`config.mk`:
```
export PLATFORM = sky130hd
export DESIGN_NAME = scan_chain_sequencer
export DESIGN_NICKNAME = d
export VERILOG_FILES = /design/src/rtl/scan_chain_sequencer_pkg.sv /design/src/rtl/scan_chain_sequencer_shifter.sv /design/src/rtl/scan_chain_sequencer.sv
export SDC_FILE = /design/constraint.sdc
export NUM_CORES = 1
export LEC_CHECK = 0
export BUFFER_PORTS_ARGS = -buffer_cell sky130_fd_sc_hd__buf_2
export CAP_MARGIN = 10
export CORE_MARGIN = 1
export CORE_UTILIZATION = 46
export CTS_CLUSTER_DIAMETER = 120
export DETAILED_ROUTE_END_ITERATION = 10
export GPL_ROUTABILITY_DRIVEN = 0
export PLACE_DENSITY = 0.71
export SYNTH_ARGS = -nofsm -noshare
export SYNTH_HDL_FRONTEND = slang
export SYNTH_SLANG_ARGS = --single-unit
```
`constraint.sdc`:
```
create_clock -name clk -period 1.9 [get_ports clk]
set_input_delay 0.095 -clock clk [delete_from_list [all_inputs] [get_ports clk]]
set_output_delay 0.095 -clock clk [all_outputs]
set_load 0.02 [all_outputs]
```
`src/rtl/scan_chain_sequencer_pkg.sv`:
```
// Shared types and limits for the boundary-scan chain sequencer.
package scan_seq_pkg;

  localparam int SCAN_MAX_LEN = 64;
  localparam int FAIL_CNT_W   = 16;

  typedef enum logic [2:0] {
    IDLE,
    LOAD,
    CAPTURE,
    UNLOAD,
    RESP
  } scan_state_t;

endpackage

```
`src/rtl/scan_chain_sequencer_shifter.sv`:
```
// Chain-image register: parallel load of the test vector, indexed serial read
// while loading the chain, indexed serial capture while unloading it.
module scan_shifter #(
  parameter int WIDTH = 9,
  parameter int IDX_W = 4
) (
  input  logic             clk,
  input  logic             reset,
  input  logic             load_en,
  input  logic [WIDTH-1:0] load_data,
  input  logic [IDX_W-1:0] rd_idx,
  output logic             rd_bit,
  input  logic             cap_en,
  input  logic [IDX_W-1:0] cap_idx,
  input  logic             cap_bit,
  output logic [WIDTH-1:0] data
);

  logic [WIDTH-1:0] data_q;
  logic [WIDTH-1:0] data_d;

  always_comb begin
    data_d = data_q;
    if (load_en) begin
      data_d = load_data;
    end else if (cap_en && (cap_idx < IDX_W'(WIDTH))) begin
      data_d[cap_idx] = cap_bit;
    end
  end

  always_ff @(posedge clk or posedge reset) begin
    if (reset) begin
      data_q <= '0;
    end else begin
      data_q <= data_d;
    end
  end

  // Index one past the last cell reads as 0; the FSM never uses that value.
  assign rd_bit = (rd_idx < IDX_W'(WIDTH)) ? data_q[rd_idx] : 1'b0;
  assign data   = data_q;

endmodule

```
`src/rtl/scan_chain_sequencer.sv`:
```
// Loads a test vector into a boundary-scan chain, pulses capture, unloads the
// chain and returns the captured bits with a masked pass/fail verdict.
//
// state   | meaning
// IDLE    | waiting for a request, req_ready high
// LOAD    | shifting the vector into the chain, one bit per cycle
// CAPTURE | shift low for CAPTURE_CYCLES so the wrapper captures
// UNLOAD  | shifting the response out; extra final cycle forms the verdict
// RESP    | response offered until resp_ready
module scan_chain_sequencer
  import scan_seq_pkg::*;
#(
  parameter int CHAIN_LEN      = 9,
  parameter int CAPTURE_CYCLES = 1
) (
  input  logic                  clk,
  input  logic                  reset,
  input  logic                  req_valid,
  output logic                  req_ready,
  input  logic [CHAIN_LEN-1:0]  req_vector,
  input  logic [CHAIN_LEN-1:0]  req_expect,
  input  logic [CHAIN_LEN-1:0]  req_mask,
  input  logic                  abort,
  output logic                  scan_shift,
  output logic                  scan_in,
  input  logic                  scan_out,
  output logic                  resp_valid,
  input  logic                  resp_ready,
  output logic [CHAIN_LEN-1:0]  resp_data,
  output logic                  resp_fail,
  output logic                  busy,
  output logic [FAIL_CNT_W-1:0] fail_count
);

  localparam int              CNT_W    = $clog2(CHAIN_LEN + 1);
  localparam logic [CNT_W-1:0] CNT_LAST = CNT_W'(CHAIN_LEN - 1);
  localparam logic [CNT_W-1:0] CNT_END  = CNT_W'(CHAIN_LEN);
  localparam logic [7:0]       CAP_INIT = 8'(CAPTURE_CYCLES - 1);

  if (CHAIN_LEN < 1 || CHAIN_LEN > SCAN_MAX_LEN || CAPTURE_CYCLES < 1 || CAPTURE_CYCLES > 255)
  begin : g_bad_params
    $error("scan_chain_sequencer: parameter out of range");
  end

  scan_state_t           state_q, state_d;
  logic [CNT_W-1:0]      cnt_q, cnt_d;
  logic [7:0]            cap_q, cap_d;
  logic [CHAIN_LEN-1:0]  expect_q, expect_d;
  logic [CHAIN_LEN-1:0]  mask_q, mask_d;
  logic                  shift_q, shift_d;
  logic                  sin_q, sin_d;
  logic                  fail_q, fail_d;
  logic [FAIL_CNT_W-1:0] fcnt_q, fcnt_d;

  logic                  load_en;
  logic                  cap_en;
  logic                  rd_bit;
  logic [CNT_W-1:0]      rd_idx;
  logic [CHAIN_LEN-1:0]  sh_data;

  // Outputs are registered from next-state values so the chain sees clean edges.
  assign rd_idx = cnt_q + CNT_W'(1);

  scan_shifter #(
    .WIDTH (CHAIN_LEN),
    .IDX_W (CNT_W)
  ) u_shifter (
    .clk       (clk),
    .reset     (reset),
    .load_en   (load_en),
    .load_data (req_vector),
    .rd_idx    (rd_idx),
    .rd_bit    (rd_bit),
    .cap_en    (cap_en),
    .cap_idx   (cnt_q),
    .cap_bit   (scan_out),
    .data      (sh_data)
  );

  always_comb begin
    state_d  = state_q;
    cnt_d    = cnt_q;
    cap_d    = cap_q;
    expect_d = expect_q;
    mask_d   = mask_q;
    fail_d   = fail_q;
    fcnt_d   = fcnt_q;
    shift_d  = 1'b0;
    sin_d    = 1'b0;
    load_en  = 1'b0;
    cap_en   = 1'b0;

    case (state_q)
      IDLE: begin
        if (req_valid) begin
          expect_d = req_expect;
          mask_d   = req_mask;
          cnt_d    = '0;
          load_en  = 1'b1;
          state_d  = LOAD;
          shift_d  = 1'b1;
          sin_d    = req_vector[0];
        end
      end
      LOAD: begin
        if (abort) begin
          state_d = IDLE;
        end else if (cnt_q == CNT_LAST) begin
          state_d = CAPTURE;
          cap_d   = CAP_INIT;
        end else begin
          cnt_d   = cnt_q + CNT_W'(1);
          shift_d = 1'b1;
          sin_d   = rd_bit;
        end
      end
      CAPTURE: begin
        if (abort) begin
          state_d = IDLE;
        end else if (cap_q == 8'd0) begin
          state_d = UNLOAD;
          cnt_d   = '0;
          shift_d = 1'b1;
        end else begin
          cap_d = cap_q - 8'd1;
        end
      end
      UNLOAD: begin
        if (abort) begin
          state_d = IDLE;
        end else if (cnt_q == CNT_END) begin
          state_d = RESP;
          fail_d  = |((sh_data ^ expect_q) & mask_q);
        end else begin
          cap_en  = 1'b1;
          cnt_d   = cnt_q + CNT_W'(1);
          shift_d = (cnt_q != CNT_LAST);
        end
      end
      RESP: begin
        if (resp_ready) begin
          if (fail_q && (fcnt_q != '1)) begin
            fcnt_d = fcnt_q + FAIL_CNT_W'(1);
          end
          state_d = IDLE;
        end
      end
      default: state_d = IDLE;
    endcase
  end

  always_ff @(posedge clk or posedge reset) begin
    if (reset) begin
      state_q  <= IDLE;
      cnt_q    <= '0;
      cap_q    <= '0;
      expect_q <= '0;
      mask_q   <= '0;
      shift_q  <= 1'b0;
      sin_q    <= 1'b0;
      fail_q   <= 1'b0;
      fcnt_q   <= '0;
    end else begin
      state_q  <= state_d;
      cnt_q    <= cnt_d;
      cap_q    <= cap_d;
      expect_q <= expect_d;
      mask_q   <= mask_d;
      shift_q  <= shift_d;
      sin_q    <= sin_d;
      fail_q   <= fail_d;
      fcnt_q   <= fcnt_d;
    end
  end

  assign req_ready  = (state_q == IDLE);
  assign busy       = (state_q != IDLE);
  assign resp_valid = (state_q == RESP);
  assign resp_data  = sh_data;
  assign resp_fail  = fail_q;
  assign scan_shift = shift_q;
  assign scan_in    = sin_q;
  assign fail_count = fcnt_q;

endmodule

```
==> flow_metrics.tcl <==
set metrics [dict create \
    outcome "finished, final reports clean" \
    worstPathRequired_ps 2110 \
    numClockSinks 61 \
    synth_cell_types 61 \
    yosysTopAreaCell "dfrtp_1" \
    grt_max_degree 35 \
    numCtsBuffers 9 \
    diodes 0 \
    routed_wl_um 7670 \
    num_io_pins 64 \
    r2r_slack_ps 90 \
    synth_warnings 0 \
    fmax_ghz 0.552 \
    dr.pass1.iters 4 \
    finClkSkew_ps 8.64 \
    grt_pass1_vias 2796 \
    max_cap_violations 0 \
    dp_hpwl_um 5460 \
    fin_setup_tns_ps 0 \
    hold_viol_final 0 \
    drc 0 \
    die-width_um 87.2 \
    yosysSeqAreaShare_pct 45.7 \
    synth_top_area_share_pct 45.7 \
    rows 30 \
    worstRegToRegCells 6 \
    min_to "mask_q[2]" \
    worstHoldStart "req_mask[2]" \
    cts_buffer_depth 2 \
    start_kind "flip-flop" \
    reg2reg_from "cnt_q[0]" \
    synth_ff_type "dfrtp_1" \
    synth_area_leaders "dfrtp_1 46%, xor2_1 5.8%, mux2_1 4.4%, mux2i_1 3.6%, ha_1 3.0%" \
    grt_pass1_wl_um 12900 \
    cts_tree "yes" \
    core_area_um2 6910 \
    final_layout_size_suffix_gt1_share_pct 32.1 \
    mostFrequentLayoutCells "63 x buf_2, 60 x dfrtp_1, 25 x buf_4" \
    netlist_area_um2 3340 \
    worst_pin_slew_ps 586 \
    dieArea_um2 7600 \
    min_path_cells 2 \
    avgRoutedWirePerCell_um 15.0 \
    maxSlewViolCount 0 \
    num_vias 2759 \
    nNetsFinal 455 \
    critPathLaunch "cnt_q[0]" \
    dp_cells 476 \
    root_buffer "clkbuf_8" \
    grt_usage_pct 22.2 \
    synthCells 307 \
    period_needed_ps 1810 \
    cp-end-kind "flip-flop" \
    dr.first_iter.drc_count 124 \
    overflow 0 \
    port_buffers 63 \
    setup_viol 0 \
    vias_per_cell 5.38 \
    clkLatencyLatePin_ps 330 \
    initial_core_util_pct 48.4 \
    leakagePower_nw 2.06 \
    dpl_cell_area_um2 3890 \
    die_h_um 87.2 \
    fin_crit_sh_pct 95.4 \
    timing.rr.end "cap_q[1]" \
    cts_max_level 3 \
    synth.avg_cell_area_um2 10.9 \
    cts.clk_slew.worst_paths_ps 70 \
    timing.hold.ws_ps 6.58 \
    fin_cells 513 \
    path_class "reg2reg" \
    antenna_found_initial 0 \
    ant_nets 0 \
    final_util_pct 62.8 \
    synth_edf_count 0 \
    synth-seq-cells 61 \
    arrival_ps 2020 \
    syn2layout_area_growth_pct 29.8 \
    hold_class "in2reg" \
    slew_headroom_pct 60.9 \
    vdd.ir_drop.worst_mv 0.778 \
    syn_nets 348 \
    stdcell_area_um2 4340 \
    crit_path_max_fanout 5 \
    power.density_nw_per_um2 1110 \
    async_flop_share_pct 100 \
    layout_commonest_cell "buf_2" \
]
-- worst max-delay path: stages, from the launching register on --
cell	delay [ps]
dfrtp_2	440
inv_1	100
ha_2	210
nand3b_1	220
nor3_2	230
o21ba_1	160
mux2_1	320
-- where the power goes --
part | total (mW) | switching, mW | internal [mW]
sequential | 1.93 | 0.300 | 1.63
clock | 1.18 | 0.477 | 0.700
combinational | 1.70 | 0.858 | 0.841
-- registers in the layout, summed over array words and instances, names as in the netlist --
register / cells
cap_q: 8
cnt_q: 4
expect_q: 9
fail_count: 16
mask_q: 9
resp_fail: 1
scan_in: 1
scan_shift: 1
state_q: 3
u_shifter.data: 9
-- metal layers --
| layer | up-vias | GRT usage, % | part of all wire (%) |
|---|---|---|---|
| li1 | 1331 | - | - |
| met1 | 1352 | 28.1 | 45 |
| met2 | 72 | 36.9 | 50 |
| met3 | 4 | 5.21 | 4.5 |
| met4 | 0 | 8.79 | 0.33 |
| met5 | - | 0 | 0 |
-- cells by family after synthesis --
kind of cell	count (synthesis)	share of synthesized area, %
flip-flops	61	45.7
adder cells (fa/ha/maj)	8	3.00
buffers and inverters	24	3.15
AO/OA/AOI/OAI	49	10.3
multiplexers	37	12.9
XOR/XNOR	23	6.03
AND/OR/NAND/NOR	105	18.9
-- Yosys cell counts (all sizes together), types with 2 or more instances --
cell	count
o211ai	2
clkbuf	3
inv	12
nor4b	3
a211oi	2
buf	9
nor2	20
nand3b	3
mux4	2
mux2i	12
nor4	9
mux2	23
o21ai	5
nand4	5
and3	4
and4	2
nand2	24
nor3	15
xor2	22
nand3	8
nand2b	2
a31oi	5
a22oi	3
ha	8
nor3b	3
a21oi	20
dfrtp	61
-- per-stage QoR --
step,setup WS [ps],power (mW)
6_report,87.9,4.81
5_1_grt,-15.1,5.12
4_1_cts,40.7,4.80
3_5_place_dp,59.3,3.57
3_3_place_gp,125,3.51
2_1_floorplan,27.7,2.99
-- layout make-up --
class                           count  area [um2]
Clock buffer                       13         169
Clock inverter                      1        30.0
Fill cell                         569        2570
Inverter                           12        45.0
Multi-Input combinational cell    222        1730
Sequential cell                    61        1530
Tap cell                           96         120
Timing Repair Buffer              108         713
-- timing repair --
| item | CTS | global route |
|---|---|---|
| setup endpoints to repair | 0 | 14 |
| setup buffers | 0 | 4 |
| hold buffers | 19 | 0 |
| hold endpoints to repair | 41 | 0 |
| resized for setup | 0 | 6 |
-- worst max-delay path by stage --
stage          endpoint  slack (ps)  depth (start not counted)
4_1_cts         scan_in          40                          6
2_1_floorplan  cnt_q[0]          30                          6
6_report       cap_q[1]          90                          6
5_1_grt        cap_q[1]         -20                          6
3_5_place_dp    scan_in          60                          6
3_3_place_gp    scan_in         130                          6
(Power assumes the default switching activity.)
